[src/rtl/bignum_pkg.sv]
// Shared types and default widths for the big-number command dispatcher.
package bignum_pkg;

    localparam int unsigned ADRBW = 20;
    localparam int unsigned WRDBW = 16;
    localparam int unsigned VARBW = 17;
    localparam int unsigned OPBW  = 4;

    typedef enum logic {
        IDLE = 1'b0,
        RUN  = 1'b1
    } state_e;

    typedef struct packed {
        logic [OPBW-1:0]  op;
        logic [VARBW-1:0] varsize;
        logic [ADRBW-1:0] x1addr;
        logic [ADRBW-1:0] x2addr;
        logic [ADRBW-1:0] x3addr;
    } cmd_t;

endpackage

[src/rtl/bignum_cmd_fifo.sv]
// Synchronous FIFO of dispatcher commands; overflowing pushes and underflowing pops are dropped.
module bignum_cmd_fifo
    import bignum_pkg::*;
#(
    parameter int unsigned DEPTH = 4
) (
    input  logic clk,
    input  logic rst_n,
    input  logic push,
    input  logic pop,
    input  cmd_t din,
    output cmd_t dout,
    output logic full,
    output logic empty
);

    localparam int unsigned PW = (DEPTH > 1) ? $clog2(DEPTH) : 1;

    cmd_t            mem [DEPTH];
    logic [PW-1:0]   wptr_q, rptr_q;
    logic [PW:0]     count_q;
    logic            do_push, do_pop;

    assign full    = (count_q == (PW+1)'(DEPTH));
    assign empty   = (count_q == '0);
    assign do_push = push && !full;
    assign do_pop  = pop && !empty;
    assign dout    = mem[rptr_q];

    always_ff @(posedge clk or negedge rst_n) begin
        if (!rst_n) begin
            wptr_q  <= '0;
            rptr_q  <= '0;
            count_q <= '0;
        end else begin
            if (do_push) wptr_q <= wptr_q + 1'b1;
            if (do_pop)  rptr_q <= rptr_q + 1'b1;
            case ({do_push, do_pop})
                2'b10:   count_q <= count_q + 1'b1;
                2'b01:   count_q <= count_q - 1'b1;
                default: count_q <= count_q;
            endcase
        end
    end

    always_ff @(posedge clk) begin
        if (do_push) mem[wptr_q] <= din;
    end

endmodule

[src/rtl/bignum_op_dispatcher.sv]
// Queues bignum commands, launches them one at a time on the arithmetic units,
// and arbitrates the single-port operand SRAM between the active unit and the host.
module bignum_op_dispatcher #(
    parameter int unsigned NUNITS  = 2,
    parameter int unsigned ADRBW   = 20,
    parameter int unsigned WRDBW   = 16,
    parameter int unsigned VARBW   = 17,
    parameter int unsigned DEPTH   = 4,
    parameter int unsigned TIMEOUT = 500000,
    parameter int unsigned OPBW    = 4
) (
    input  logic                     clk,
    input  logic                     rst_n,
    input  logic                     cmd_valid,
    output logic                     cmd_ready,
    input  logic [OPBW-1:0]          cmd_op,
    input  logic [VARBW-1:0]         cmd_varsize,
    input  logic [ADRBW-1:0]         cmd_x1addr,
    input  logic [ADRBW-1:0]         cmd_x2addr,
    input  logic [ADRBW-1:0]         cmd_x3addr,
    output logic [NUNITS-1:0]        u_valid,
    output logic [VARBW-1:0]         u_varsize,
    output logic [ADRBW-1:0]         u_x1addr,
    output logic [ADRBW-1:0]         u_x2addr,
    output logic [ADRBW-1:0]         u_x3addr,
    input  logic [NUNITS-1:0]        u_wen,
    input  logic [NUNITS*ADRBW-1:0]  u_addr,
    input  logic [NUNITS*WRDBW-1:0]  u_wdata,
    input  logic [NUNITS-1:0]        u_done,
    output logic [WRDBW-1:0]         u_rdata,
    input  logic                     host_req,
    output logic                     host_gnt,
    input  logic [ADRBW-1:0]         host_addr,
    input  logic                     host_wen,
    input  logic [WRDBW-1:0]         host_wdata,
    output logic [WRDBW-1:0]         host_rdata,
    output logic [ADRBW-1:0]         sram_addr,
    output logic                     sram_wen,
    output logic [WRDBW-1:0]         sram_wdata,
    input  logic [WRDBW-1:0]         sram_rdata,
    output logic                     busy,
    output logic                     op_done,
    output logic                     op_err,
    output logic                     op_timeout
);
    import bignum_pkg::*;

    localparam int unsigned IDXW = (NUNITS > 1) ? $clog2(NUNITS) : 1;
    localparam int unsigned WDW  = (TIMEOUT > 2) ? $clog2(TIMEOUT) : 1;

    state_e             state_q, state_d;
    cmd_t               cmd_in, head, act_q;
    logic               fifo_full, fifo_empty;
    logic               pop, dispatch, err, done, tmo;
    logic [IDXW-1:0]    idx_q;
    logic [WDW-1:0]     wdog_q;
    logic [NUNITS-1:0]  u_valid_q;
    logic               op_done_q, op_err_q, op_timeout_q;
    logic [ADRBW-1:0]   sram_addr_q;

    always_comb begin
        cmd_in.op      = cmd_op;
        cmd_in.varsize = cmd_varsize;
        cmd_in.x1addr  = cmd_x1addr;
        cmd_in.x2addr  = cmd_x2addr;
        cmd_in.x3addr  = cmd_x3addr;
    end

    bignum_cmd_fifo #(
        .DEPTH (DEPTH)
    ) u_fifo (
        .clk   (clk),
        .rst_n (rst_n),
        .push  (cmd_valid),
        .pop   (pop),
        .din   (cmd_in),
        .dout  (head),
        .full  (fifo_full),
        .empty (fifo_empty)
    );

    assign cmd_ready  = !fifo_full;
    assign busy       = (state_q != IDLE) || !fifo_empty;
    assign u_valid    = u_valid_q;
    assign op_done    = op_done_q;
    assign op_err     = op_err_q;
    assign op_timeout = op_timeout_q;
    assign u_varsize  = act_q.varsize;
    assign u_x1addr   = act_q.x1addr;
    assign u_x2addr   = act_q.x2addr;
    assign u_x3addr   = act_q.x3addr;
    assign u_rdata    = sram_rdata;
    assign host_rdata = sram_rdata;

    always_comb begin
        state_d    = state_q;
        pop        = 1'b0;
        dispatch   = 1'b0;
        err        = 1'b0;
        done       = 1'b0;
        tmo        = 1'b0;
        host_gnt   = 1'b0;
        sram_addr  = sram_addr_q;
        sram_wen   = 1'b0;
        sram_wdata = '0;
        unique case (state_q)
            IDLE: begin
                if (host_req) begin
                    host_gnt   = 1'b1;
                    sram_addr  = host_addr;
                    sram_wen   = host_wen;
                    sram_wdata = host_wdata;
                end else if (!fifo_empty) begin
                    pop = 1'b1;
                    if (int'(head.op) < int'(NUNITS)) begin
                        dispatch = 1'b1;
                        state_d  = RUN;
                    end else begin
                        err = 1'b1;
                    end
                end
            end
            RUN: begin
                sram_addr  = u_addr[int'(idx_q)*ADRBW +: ADRBW];
                sram_wdata = u_wdata[int'(idx_q)*WRDBW +: WRDBW];
                // the start-pulse cycle is the first RUN cycle; a done seen then is stale
                done       = u_done[idx_q] && (u_valid_q == '0);
                tmo        = !done && (wdog_q == WDW'(TIMEOUT - 1));
                sram_wen   = u_wen[idx_q] && !tmo;
                if (done || tmo) state_d = IDLE;
            end
            default: state_d = IDLE;
        endcase
    end

    always_ff @(posedge clk or negedge rst_n) begin
        if (!rst_n) begin
            state_q      <= IDLE;
            act_q        <= '0;
            idx_q        <= '0;
            wdog_q       <= '0;
            u_valid_q    <= '0;
            op_done_q    <= 1'b0;
            op_err_q     <= 1'b0;
            op_timeout_q <= 1'b0;
            sram_addr_q  <= '0;
        end else begin
            state_q      <= state_d;
            sram_addr_q  <= sram_addr;
            u_valid_q    <= '0;
            op_done_q    <= done;
            op_err_q     <= err;
            op_timeout_q <= tmo;
            if (dispatch) begin
                act_q     <= head;
                idx_q     <= IDXW'(head.op);
                u_valid_q <= NUNITS'(1) << IDXW'(head.op);
                wdog_q    <= '0;
            end else if (state_q == RUN) begin
                wdog_q <= wdog_q + 1'b1;
            end
        end
    end

endmodule

[config.mk]
export PLATFORM = sky130hd
export DESIGN_NAME = bignum_op_dispatcher
export DESIGN_NICKNAME = d
export VERILOG_FILES = /design/src/rtl/bignum_pkg.sv /design/src/rtl/bignum_cmd_fifo.sv /design/src/rtl/bignum_op_dispatcher.sv
export SDC_FILE = /design/constraint.sdc
export NUM_CORES = 1
export LEC_CHECK = 0
export CAP_MARGIN = 40
export CORE_MARGIN = 5
export CORE_UTILIZATION = 45
export DETAILED_ROUTE_END_ITERATION = 12
export PLACE_DENSITY = 0.72
export SETUP_SLACK_MARGIN = 0.15
export SYNTH_ARGS = -nofsm -noshare
export SYNTH_HDL_FRONTEND = slang
export SYNTH_SLANG_ARGS = --single-unit
[constraint.sdc]
create_clock -name clk -period 8.3 [get_ports clk]
set_input_delay 1.245 -clock clk [delete_from_list [all_inputs] [get_ports clk]]
set_output_delay 1.245 -clock clk [all_outputs]
set_load 0.01 [all_outputs]
==> impl_metrics.csv <==
group,metric,value,unit
sta,slew_violations,0,
clocking,numClockSinks,454,
clocking,ctsHoldBuffers,0,
route,routed-wl-met3,3.19,mm
route,viasPerCell,5.25,
clocking,clk_latency,0.57,ns
route,postRouteAntennaNets,0,
global_route,grt_pass1_vias,10200,
die,die_y,209,um
worst_setup_path,critPathMaxFanout,43,
worst_setup_path,critPathCaptureType,"output port",
route,drtIter0Drc,504,
place,dp.cells,1729,
die,row_count,73,
place,dpl.hpwl,27.8,mm
clocking,clock_path_buffers,3,
route,met1Wirelength,15.2,mm
worst_setup_path,worst_ep_required_time,7.05,ns
logic_synthesis,synth_edf_count,324,
sta,holdWs,0.483,ns
cells_and_area,fin_cells,1819,
logic_synthesis,synthTopCellsByArea,"edfxtp_1 54%, dfrtp_1 18%, mux4_2 9.8%, mux2_2 3.2%, mux2_1 2.8%",
route,wl_per_cell,22.8,um
power,peakVddDrop,0.000204,V
hold_path,min_from,"u_x1addr[19]$_DFFE_PN0N_",
worst_setup_path,reg2regPathDepth,7,
hold_path,holdPathEnd,"u_x1addr[19]$_DFFE_PN0N_",
sta,rsz0062_at_grt,"false",
worst_setup_path,cp_slowest_cell,"clkdlybuf4s50_1",
run_status,status,"complete, no violations",
sta,fin_crit_sh,0.575,
sta,worst_pin_slew,0.872,ns
hold_path,hold_class,"flip-flop to flip-flop",
power,leakage,8.16,nW
worst_setup_path,r2r_end,"u_x2addr[10]$_DFFE_PN0N_",
die,core-area,39500,um^2
logic_synthesis,yosysTopAreaCellShare,0.544,
worst_setup_path,r2r-start,"u_fifo.rptr_q[0]$_DFFE_PN0P_",
cells_and_area,syn_to_final_growth,29.4,%
cells_and_area,finalNetCount,1474,
worst_setup_path,critPathKind,"input port to output port",
logic_synthesis,ys_warn_count,0,
cells_and_area,drive_above_1_share,0.184,
clocking,cts_tree,"yes",
worst_setup_path,reg2reg_slack,4.55,ns
sta,setup_viol,0,
worst_setup_path,cp_common_cell,"clkdlybuf4s50_1",
clocking,cts-root-buf,"clkbuf_16",
cells_and_area,fillerInstances,2942,
global_route,grt_util_all_layers,0.189,
global_route,antenna_found_initial,6,
global_route,grt_max_degree,72,
power,power_density,344,nW/um^2
hold_path,whs_path_depth,1,
logic_synthesis,synth-async-reset-ratio,0.286,
logic_synthesis,ys_ff_latch,454,
logic_synthesis,netlist_area,17900,um^2
sta,setup_tns,0,ns
sta,fmaxAchievable,0.210,GHz
sta,hold_violations,0,
logic_synthesis,ys_seq_area_frac,0.726,
logic_synthesis,ys.flop_type,"edfxtp_1",
cells_and_area,seq_area,13000,um^2
route,top_layer,"met5",
route,wl,41.5,mm
sta,clock_skew,0.0211,ns
route,vias,9545,
logic_synthesis,syn-num-nets,1166,
logic_synthesis,synth_cell_type_count,45,
clocking,cts-buffers-inserted,47,
worst_setup_path,path_cells,"clkdlybuf4s50_1 > buf_4 > nor2b_1 > buf_6 > nand2_1 > o21ai_0 > clkdlybuf4s50_1",
cells_and_area,multi_input_area,4430,um^2
die,die_w,209,um
logic_synthesis,yosysMostFrequentCell,"edfxtp_1",
worst_setup_path,worstSetupStartpointType,"input port",
sta,timing.final.crit_period,4.77,ns
global_route,grt_pass1_wl,63.3,mm
logic_synthesis,synth.avg_cell_area,18.9,um^2
sta,relSlewSlack,0.419,
route,route.met2.wl,21.7,mm
logic_synthesis,netlist_instances,945,
place,gp_congestion,0.955,
die,design.die.area,43800,um^2
clocking,cts_setup_buffers,0,
route,drt_pass1_iterations,4,
die,ios,368,
clocking,htreeDepth,2,
route,drc,0,
run,maxCapViolations,0,
place,port_buffers,319,
clocking,ctsResizeCount,0,
worst_setup_path,worstPathArrival,3.52,ns
worst_setup_path,slowest_delay,0.57,ns
logic_synthesis,synth_commonest_cells,"324 x edfxtp_1, 130 x dfrtp_1, 78 x mux4_2, 51 x mux2_2, 44 x mux2_1",
logic_synthesis,synth_area_leader_cell,"edfxtp_1",
die,initial_utilization,0.452,
clocking,clkTransAtPathRegs,0.06,ns
global_route,overflow,0,
==> critical path, delay by kind of cell <==
kind | cells | cell delay [ns]
AOI/OAI and AO/OA | 1 | 0.08
buffers and inverters | 4 | 1.63
and+or+nand+nor | 2 | 0.55
==> kinds of logic (layout without fill, tap and decap cells) <==
kind of cell	Yosys count	after routing	share of synthesized area
buffers and inverters	88	434	0.0278
other	0	3	0
DFF	454	454	0.726
xor gates and xnor gates	7	7	0.00343
adders and majority gates	7	7	0.00531
and+or+nand+nor	106	106	0.0355
muxes	195	195	0.170
AOI/OAI and AO/OA	88	88	0.0322
==> layout make-up <==
cell class / count / share of cell area
sequential: 454 / 0.561
multi-input combinational: 403 / 0.191
timing repair buffer: 338 / 0.149
clock buffer: 66 / 0.0569
tap: 525 / 0.0284
clock inverter: 21 / 0.0108
inverter: 9 / 0.00146
antenna: 3 / 0.000324
==> routing by layer <==
layer | up-vias | track usage
met2 | 299 | 0.326
met1 | 4831 | 0.221
li1 | 4323 | -
met5 | - | 0
met4 | 4 | 0.0743
met3 | 88 | 0.0598
==> placed cells by master, fill, tap and decap left out, types with 20 or more instances in the layout <==
cell / n
a211oi_1: 20
a21oi_1: 20
clkbuf_16: 47
clkdlybuf4s50_1: 318
dfrtp_1: 126
edfxtp_1: 324
mux2_1: 44
mux2_2: 51
mux2i_1: 22
mux4_2: 78
nor2b_1: 22
o21ai_0: 23
==> report_power, final <==
group	internal [W]	switching (W)
Combinational	0.00136	0.00112
Clock	0.00127	0.000838
Sequential	0.00307	0.000291
==> flip-flops by register name, summed over array words and instances, names as in the netlist <==
name and count:
u_fifo.count_q 3, u_fifo.wptr_q 2, op_timeout 1, u_varsize 17, sram_addr_q 20, u_valid 2
u_fifo.rptr_q 2, u_fifo.mem 324, wdog_q 19, op_err 1, op_done 1, state_q 1
u_x3addr 20, u_x1addr 20, u_x2addr 20, idx_q 1
==> stage by stage <==
step	util	cell area [um^2]	setup slack (ns)	power [W]
6_report	0.585	23200	3.53	0.00795
5_1_grt	0.585	23200	3.41	0.00838
4_1_cts	0.585	23100	3.52	0.00810
3_5_place_dp	0.546	21600	3.52	0.00595
3_3_place_gp	0.541	21400	3.17	0.00584
2_1_floorplan	-	17900	4.68	0.00480
==> worst max-delay path by stage <==
stage,start,to,slack [ns]
final,host_req,sram_wen,3.53
after global routing,host_req,sram_wen,3.41
after CTS,host_req,sram_wen,3.52
after detailed placement,host_req,sram_wen,3.52
after global placement,host_req,sram_wdata[6],3.17
after floorplan,cmd_valid,u_fifo.mem[0][0]$_DFFE_PP_,4.68
No activity file was read; power rests on OpenSTA's default activity.
